**config.mk**
```make
export PLATFORM = sky130hd
export DESIGN_NAME = fast9_corner_eval
export DESIGN_NICKNAME = d
export VERILOG_FILES = /design/src/rtl/fast9_corner_eval.sv
export SDC_FILE = /design/constraint.sdc
export NUM_CORES = 1
export LEC_CHECK = 0
export CELL_PAD_IN_SITES_DETAIL_PLACEMENT = 1
export CELL_PAD_IN_SITES_GLOBAL_PLACEMENT = 1
export CORE_AREA = 4 4 225 227
export DETAILED_ROUTE_END_ITERATION = 10
export DIE_AREA = 0 0 229 231
export GPL_TIMING_DRIVEN = 0
export HOLD_SLACK_MARGIN = 0.15
export PLACE_DENSITY_LB_ADDON = 0.1
export SLEW_MARGIN = 40
export SYNTH_ARGS = -nofsm -noshare
export SYNTH_HDL_FRONTEND = slang
export SYNTH_SLANG_ARGS = --single-unit
```
**constraint.sdc**
```tcl
create_clock -name clock -period 4.6 [get_ports clock]
set_clock_uncertainty 0.2 [all_clocks]
set_input_delay 0.69 -clock clock [delete_from_list [all_inputs] [get_ports clock]]
set_output_delay 0.69 -clock clock [all_outputs]
set_load 0.01 [all_outputs]
```
**src/rtl/fast9_corner_eval.sv**
```systemverilog
// fast9_corner_eval
//   Collects one FAST-9 candidate (centre + 16 Bresenham circle pixels) from
//   the address/sequence controller, classifies it as a bright or dark corner
//   in a two-stage pipeline and queues results in a small valid/ready FIFO.
//
//   Ports
//     clock, nReset      rising-edge clock, async active-low reset
//     pix_valid/idx/data slot write: idx 0 = centre, 1..16 = circle clockwise
//     pix_last           closes the candidate (comes with slot 16)
//     pix_addr, thr      centre address / FAST threshold, sampled on pix_last
//     out_valid/ready    FIFO head handshake
//     out_addr/corner/dark  head entry fields
//     overflow           sticky: a push was dropped on a full FIFO
//     incomplete         sticky: pix_last seen before all 17 slots written

// Per-circle-position threshold test. One extra bit of headroom so c + thr
// and p + thr never wrap.
module fast9_cmp #(
  parameter int PIX_W = 8
) (
  input  logic [PIX_W-1:0] p_i,
  input  logic [PIX_W-1:0] c_i,
  input  logic [PIX_W-1:0] thr_i,
  output logic             bright_o,
  output logic             dark_o
);
  logic [PIX_W:0] p_x, c_x, t_x;
  assign p_x      = {1'b0, p_i};
  assign c_x      = {1'b0, c_i};
  assign t_x      = {1'b0, thr_i};
  assign bright_o = p_x > (c_x + t_x);
  assign dark_o   = (p_x + t_x) < c_x;
endmodule

module fast9_corner_eval #(
  parameter int PIX_W      = 8,
  parameter int ADDR_W     = 15,
  parameter int ARC_LEN    = 9,
  parameter int FIFO_DEPTH = 4,
  parameter int EMIT_ALL   = 0
) (
  input  logic              clock,
  input  logic              nReset,
  input  logic              pix_valid,
  input  logic [4:0]        pix_idx,
  input  logic [PIX_W-1:0]  pix_data,
  input  logic              pix_last,
  input  logic [ADDR_W-1:0] pix_addr,
  input  logic [PIX_W-1:0]  thr,
  output logic              out_valid,
  input  logic              out_ready,
  output logic [ADDR_W-1:0] out_addr,
  output logic              out_corner,
  output logic              out_dark,
  output logic              overflow,
  output logic              incomplete
);
  localparam int NSLOT  = 17;
  localparam int NCIRC  = 16;
  localparam int STAGES = 2;
  localparam int PTR_W  = $clog2(FIFO_DEPTH);
  localparam int CNT_W  = PTR_W + 1;

  typedef struct packed {
    logic [ADDR_W-1:0] addr;
    logic              corner;
    logic              dark;
  } res_t;

  // ---------------- capture ----------------
  logic [NSLOT-1:0][PIX_W-1:0] slot_q, slot_fwd;
  logic [NSLOT-1:0]            loaded_q, loaded_d, wr_mask;
  logic                        wr_en, close, all_ld, launch;

  assign wr_en = pix_valid && (pix_idx <= 5'd16);

  // slot_fwd is the slot file with this cycle's write applied, so the
  // closing slot-16 value feeds the comparators without a cycle of delay.
  always_comb begin
    wr_mask  = '0;
    slot_fwd = slot_q;
    if (wr_en) begin
      wr_mask[pix_idx]  = 1'b1;
      slot_fwd[pix_idx] = pix_data;
    end
  end

  assign close    = pix_valid & pix_last;
  assign all_ld   = &(loaded_q | wr_mask);
  assign launch   = close & all_ld;
  assign loaded_d = close ? '0 : (loaded_q | wr_mask);

  always_ff @(posedge clock or negedge nReset) begin
    if (!nReset) begin
      slot_q   <= '0;
      loaded_q <= '0;
    end else begin
      slot_q   <= slot_fwd;
      loaded_q <= loaded_d;
    end
  end

  // ---------------- stage 1: bright/dark masks ----------------
  logic [NCIRC-1:0] bright_c, dark_c;

  for (genvar i = 0; i < NCIRC; i++) begin : g_cmp
    fast9_cmp #(.PIX_W(PIX_W)) u_cmp (
      .p_i      (slot_fwd[i+1]),
      .c_i      (slot_fwd[0]),
      .thr_i    (thr),
      .bright_o (bright_c[i]),
      .dark_o   (dark_c[i])
    );
  end

  logic [STAGES:1]   vld_pipe_q;
  logic [NCIRC-1:0]  bright_q, dark_q;
  logic [ADDR_W-1:0] addr1_q, addr2_q;
  logic              corner2_q, dark2_q;
  logic              arc_b, arc_d;

  // Circular run test: some start position has ARC_LEN consecutive ones,
  // wrapping from position 16 back to position 1.
  function automatic logic has_arc(input logic [NCIRC-1:0] m);
    logic hit, run;
    hit = 1'b0;
    for (int s = 0; s < NCIRC; s++) begin
      run = 1'b1;
      for (int k = 0; k < ARC_LEN; k++) run = run & m[(s + k) % NCIRC];
      hit = hit | run;
    end
    return hit;
  endfunction

  assign arc_b = has_arc(bright_q);
  assign arc_d = has_arc(dark_q);

  // ---------------- stage 2: classification ----------------
  always_ff @(posedge clock or negedge nReset) begin
    if (!nReset) begin
      vld_pipe_q <= '0;
      bright_q   <= '0;
      dark_q     <= '0;
      addr1_q    <= '0;
      corner2_q  <= 1'b0;
      dark2_q    <= 1'b0;
      addr2_q    <= '0;
    end else begin
      vld_pipe_q <= {vld_pipe_q[STAGES-1:1], launch};
      if (launch) begin
        bright_q <= bright_c;
        dark_q   <= dark_c;
        addr1_q  <= pix_addr;
      end
      if (vld_pipe_q[1]) begin
        corner2_q <= arc_b | arc_d;
        dark2_q   <= arc_d & ~arc_b;   // bright wins if both ever fire
        addr2_q   <= addr1_q;
      end
    end
  end

  // ---------------- output FIFO ----------------
  res_t             mem_q [FIFO_DEPTH];
  logic [PTR_W-1:0] rd_ptr_q, wr_ptr_q;
  logic [CNT_W-1:0] cnt_q;
  logic             full, pop, push_req, push_ok, overflow_q, incomplete_q;
  res_t             push_ent;

  assign push_ent = '{addr: addr2_q, corner: corner2_q, dark: dark2_q};
  assign push_req = vld_pipe_q[STAGES] & (corner2_q | (EMIT_ALL != 0));
  assign full     = (cnt_q == CNT_W'(FIFO_DEPTH));
  assign out_valid = (cnt_q != '0);
  assign pop      = out_valid & out_ready;
  // A pop in the same cycle frees the slot, so a full FIFO still accepts.
  assign push_ok  = push_req & (~full | pop);

  always_ff @(posedge clock or negedge nReset) begin
    if (!nReset) begin
      for (int i = 0; i < FIFO_DEPTH; i++) mem_q[i] <= '0;
      rd_ptr_q     <= '0;
      wr_ptr_q     <= '0;
      cnt_q        <= '0;
      overflow_q   <= 1'b0;
      incomplete_q <= 1'b0;
    end else begin
      if (push_ok) begin
        mem_q[wr_ptr_q] <= push_ent;
        wr_ptr_q        <= wr_ptr_q + PTR_W'(1);
      end
      if (pop) rd_ptr_q <= rd_ptr_q + PTR_W'(1);
      cnt_q <= cnt_q + CNT_W'(push_ok) - CNT_W'(pop);
      if (push_req && !push_ok) overflow_q <= 1'b1;
      if (close && !all_ld) incomplete_q <= 1'b1;
    end
  end

  assign out_addr   = mem_q[rd_ptr_q].addr;
  assign out_corner = mem_q[rd_ptr_q].corner;
  assign out_dark   = mem_q[rd_ptr_q].dark;
  assign overflow   = overflow_q;
  assign incomplete = incomplete_q;

endmodule
```
==> metrics.md <==
| Metric | Value |
|---|---|
| Cell taking the most area after synthesis | dfrtp_1 |
| Layout fillers | 5139 |
| Vias/cell | 6.05 |
| Seq. cell area | 0.00741 mm² |
| Antenna cells | 0 |
| Power Dens Cells | 472 mW/mm² |
| Type of origin of the critical path | input port |
| Post-DP HPWL | 50800 µm |
| Achievable clock frequency | 223 MHz |
| Seq cells post-synth | 296 |
| Post-Syn Area per Cell | 10.8 µm² |
| Leak | 0.0124 µW |
| Slew HR | 42.7% |
| Row cnt | 81 |
| Die Wd | 229 µm |
| Cell area after synthesis | 0.0222 mm² |
| DRT antenna net count | 0 |
| Iteration-0 DRC Markers | 869 |
| GPL Wtd Cong | 0.889 |
| Die outline height | 231 µm |
| Synth area leaders | dfrtp_1 33%, ha_1 22%, mux2_2 13% |
| Insertion delay to the later sink of the worst-skew pair | 0.56 ns |
| Initial antenna violation count | 0 |
| DP Area | 0.0241 mm² |
| Slowest-stage cell, CP | clkdlybuf4s50_1 |
| PortBufs | 59 |
| Synth warnings | 0 |
| Clock buffer depth | 3 |
| Io pins | 61 |
| Post-synth EDFFs | 0 |
| Pre-antenna DRT Iters | 4 |
| Core Util, Final | 53.4% |
| CP max stage delay | 0.76 ns |
| Setup Viol. Count Final | 0 |
| Crit-path cells | clkdlybuf4s50_1 > clkbuf_2 > mux2_2 > ha_1 > o21a_1 > o31a_1 > o31a_1 > a21oi_1 > ha_1 > o21a_1 > o21a_1 > a2111oi_2 > mux2_2 |
| Crit path launch | pix_data[3] |
| Post-route minimum period | 4.49 ns |
| Gr usage total | 27.0% |
| Post-synth net total | 2493 |
| Fraction of synthesis flops using an asynchronous set or reset pin | 100% |
| Pin count of the biggest net entering global routing | 76 |
| Synth cell types | 60 |
| Final instance area | 0.0260 mm² |
| WP data arrival | 4.79 ns |
| Final Hold Fails | 0 |
| Vias | 17169 |
| Cell count after synthesis | 2052 |
| Flop2flop setup slack | 0.67 ns |
| Max-slew violations | 0 |
| Drt wl/cell | 25.4 µm |
| Reg-to-Reg Start | slot_q[0] |
| Status | finished clean |
| Reg2Reg Capture Point | bright_q[7] |
| Critical Path RT | 4.90 ns |
| Fin crit share | 97.6% |
| Final WL | 72000 µm |
| Root Buffer | clkbuf_16 |
| WHS Path Cells | 1 |
| Core Area | 0.0486 mm² |
| R2R depth | 18 |
| Grt total ovfl | 0 |
| Worst-Margin Slew | 0.859 ns |
| MaxCap Viol Count | 0 |
| Buffers and inverters on the worst path | 2 |
| Kind of critical path | in2reg |
| Vias in the first global route | 18773 |
| Setup crit end kind | register |
| Largest fanout on the critical path | 10 |
| Multi-input gate area | 0.0148 mm² |
| Sequential area share after synthesis | 33.4% |
| Synth-to-layout area growth | 17.1% |
| Worst vdd ir | 0.229 mV |
| Hold Startpoint | mem_q[1] |
| Initial core utilization | 45.7% |
| Num CTS Buffers | 37 |
| Critical path's top delay family | compound AO/OA/AOI/OAI gates |
| Die area | 0.0529 mm² |
| Share of layout cells above drive strength 1 | 21.9% |
| H-tree depth | 2 |
| Share of the synthesized area in the top cell type | 33.4% |
| Top_reg_cell synth | dfrtp_1 |
| Hold path endpoint | mem_q[1] |
| First-pass GRT wire length | 111000 µm |
| Most used cell, CP | o21a_1 |
| CTS tree | built |
| Hold Crit Class | reg2reg |
| Fin nets | 2631 |
| TritonCTS Sinks | 296 |
| DRC viols | 0 |
| Clk slew on worst S/H paths | 0.06 ns |
==> cells in the mapped netlist (all sizes together), types with 9 or more instances <==
master	n
a2111oi	11
a211oi	32
a21o	51
a21oi	131
and2	11
buf	9
clkbuf	33
dfrtp	296
fa	18
ha	382
inv	92
mux2	261
mux4	17
nand2	57
nand3	31
nand4	26
nor2	118
nor2b	54
nor3	45
o21a	87
o21ai	95
o21bai	11
o31a	27
o41ai	11
xnor2	69
xor2	10
==> stage by stage <==
stage	power (µW)	hold WS (ns)	cells	TNS, ns	worst slack, ns
after CTS	12200	0.270	2830	0	0.000984
after global placement	8360	0.245	2733	-3129.40	-10.30
after global routing	13200	0.288	2839	-0.0328	-0.0135
after detailed placement	8880	0.253	2748	-60.58	-2.73
final	12300	0.270	2839	0	0.111
after floorplan	6960	0.173	2052	-0.0111	-0.00371
==> final cells by class <==
cell class                      count  area share, %
Clock inverter                     10          0.582
Sequential cell                   296           28.5
Inverter                           92           1.35
Buffer                             35          0.924
Clock buffer                       56           4.07
Multi-Input combinational cell   1623           56.9
Tap cell                          622           2.99
Timing Repair Buffer              105           4.67
==> worst max-delay path by stage <==
| stage | endpoint | slack [ns] | cells past startpoint |
|---|---|---|---|
| finish | dark_q[2] | 0.11 | 13 |
| global route | bright_q[1] | -0.01 | 22 |
| global placement | slot_q[46] | -10.30 | 1 |
| floorplan | bright_q[0] | -0.004 | 18 |
| detailed placement | bright_q[6] | -2.73 | 18 |
| CTS | dark_q[12] | 0.001 | 21 |
==> per-layer routing <==
metal / global-route usage (%) / wire length, µm
met5: 0 / 0
met2: 48.4 / 35700
met3: 3.58 / 2790
met1: 33.9 / 31200
met4: 8.03 / 2360
==> repair_timing <==
action                     4_1_cts  5_1_grt
resized for setup               79       57
gates cloned                     0        1
setup endpoints to repair       32       32
hold endpoints to repair        44        0
pin swaps                        7       21
buffers inserted                22        8
hold buffers                     1        0
==> layout by cell type (no fill, tap or decap), drive strengths merged, types with 51 or more instances in the layout <==
cell,synthesis,routed
nor2,118,118
xnor2,69,69
mux2,261,261
buf,9,64
nor2b,54,54
a21oi,131,131
inv,92,92
o21a,87,87
nand2,57,58
clkbuf,33,84
dfrtp,296,296
a21o,51,51
o21ai,95,95
ha,382,382
==> registers in the layout (all words and copies together), names as in the netlist, 2 cells and up <==
signal      cells
slot_q        136
mem_q          68
loaded_q       17
bright_q       16
dark_q         16
addr1_q        15
addr2_q        15
cnt_q           3
rd_ptr_q        2
vld_pipe_q      2
wr_ptr_q        2
==> where the power goes <==
part	internal [µW]	leakage, µW	total (µW)	switching, µW
sequential	2860	0.00396	2940	77.7
combinational	2780	0.00786	6370	3590
clock	1760	0.000591	2960	1200
total	7400	0.0124	12300	4860
==> cells by family (layout without fill, tap and decap cells) <==
group	Yosys count	after routing	synth area share, %
AO/OA/AOI/OAI	495	495	14.8
XOR/XNOR	79	79	3.12
adder cells (fa/ha/maj)	400	400	23.1
buffers and inverters	134	298	2.34
flip-flops	296	296	33.4
multiplexers	278	278	15.0
AND/OR/NAND/NOR	370	371	8.34
No activity file was read; power rests on OpenSTA's default activity.
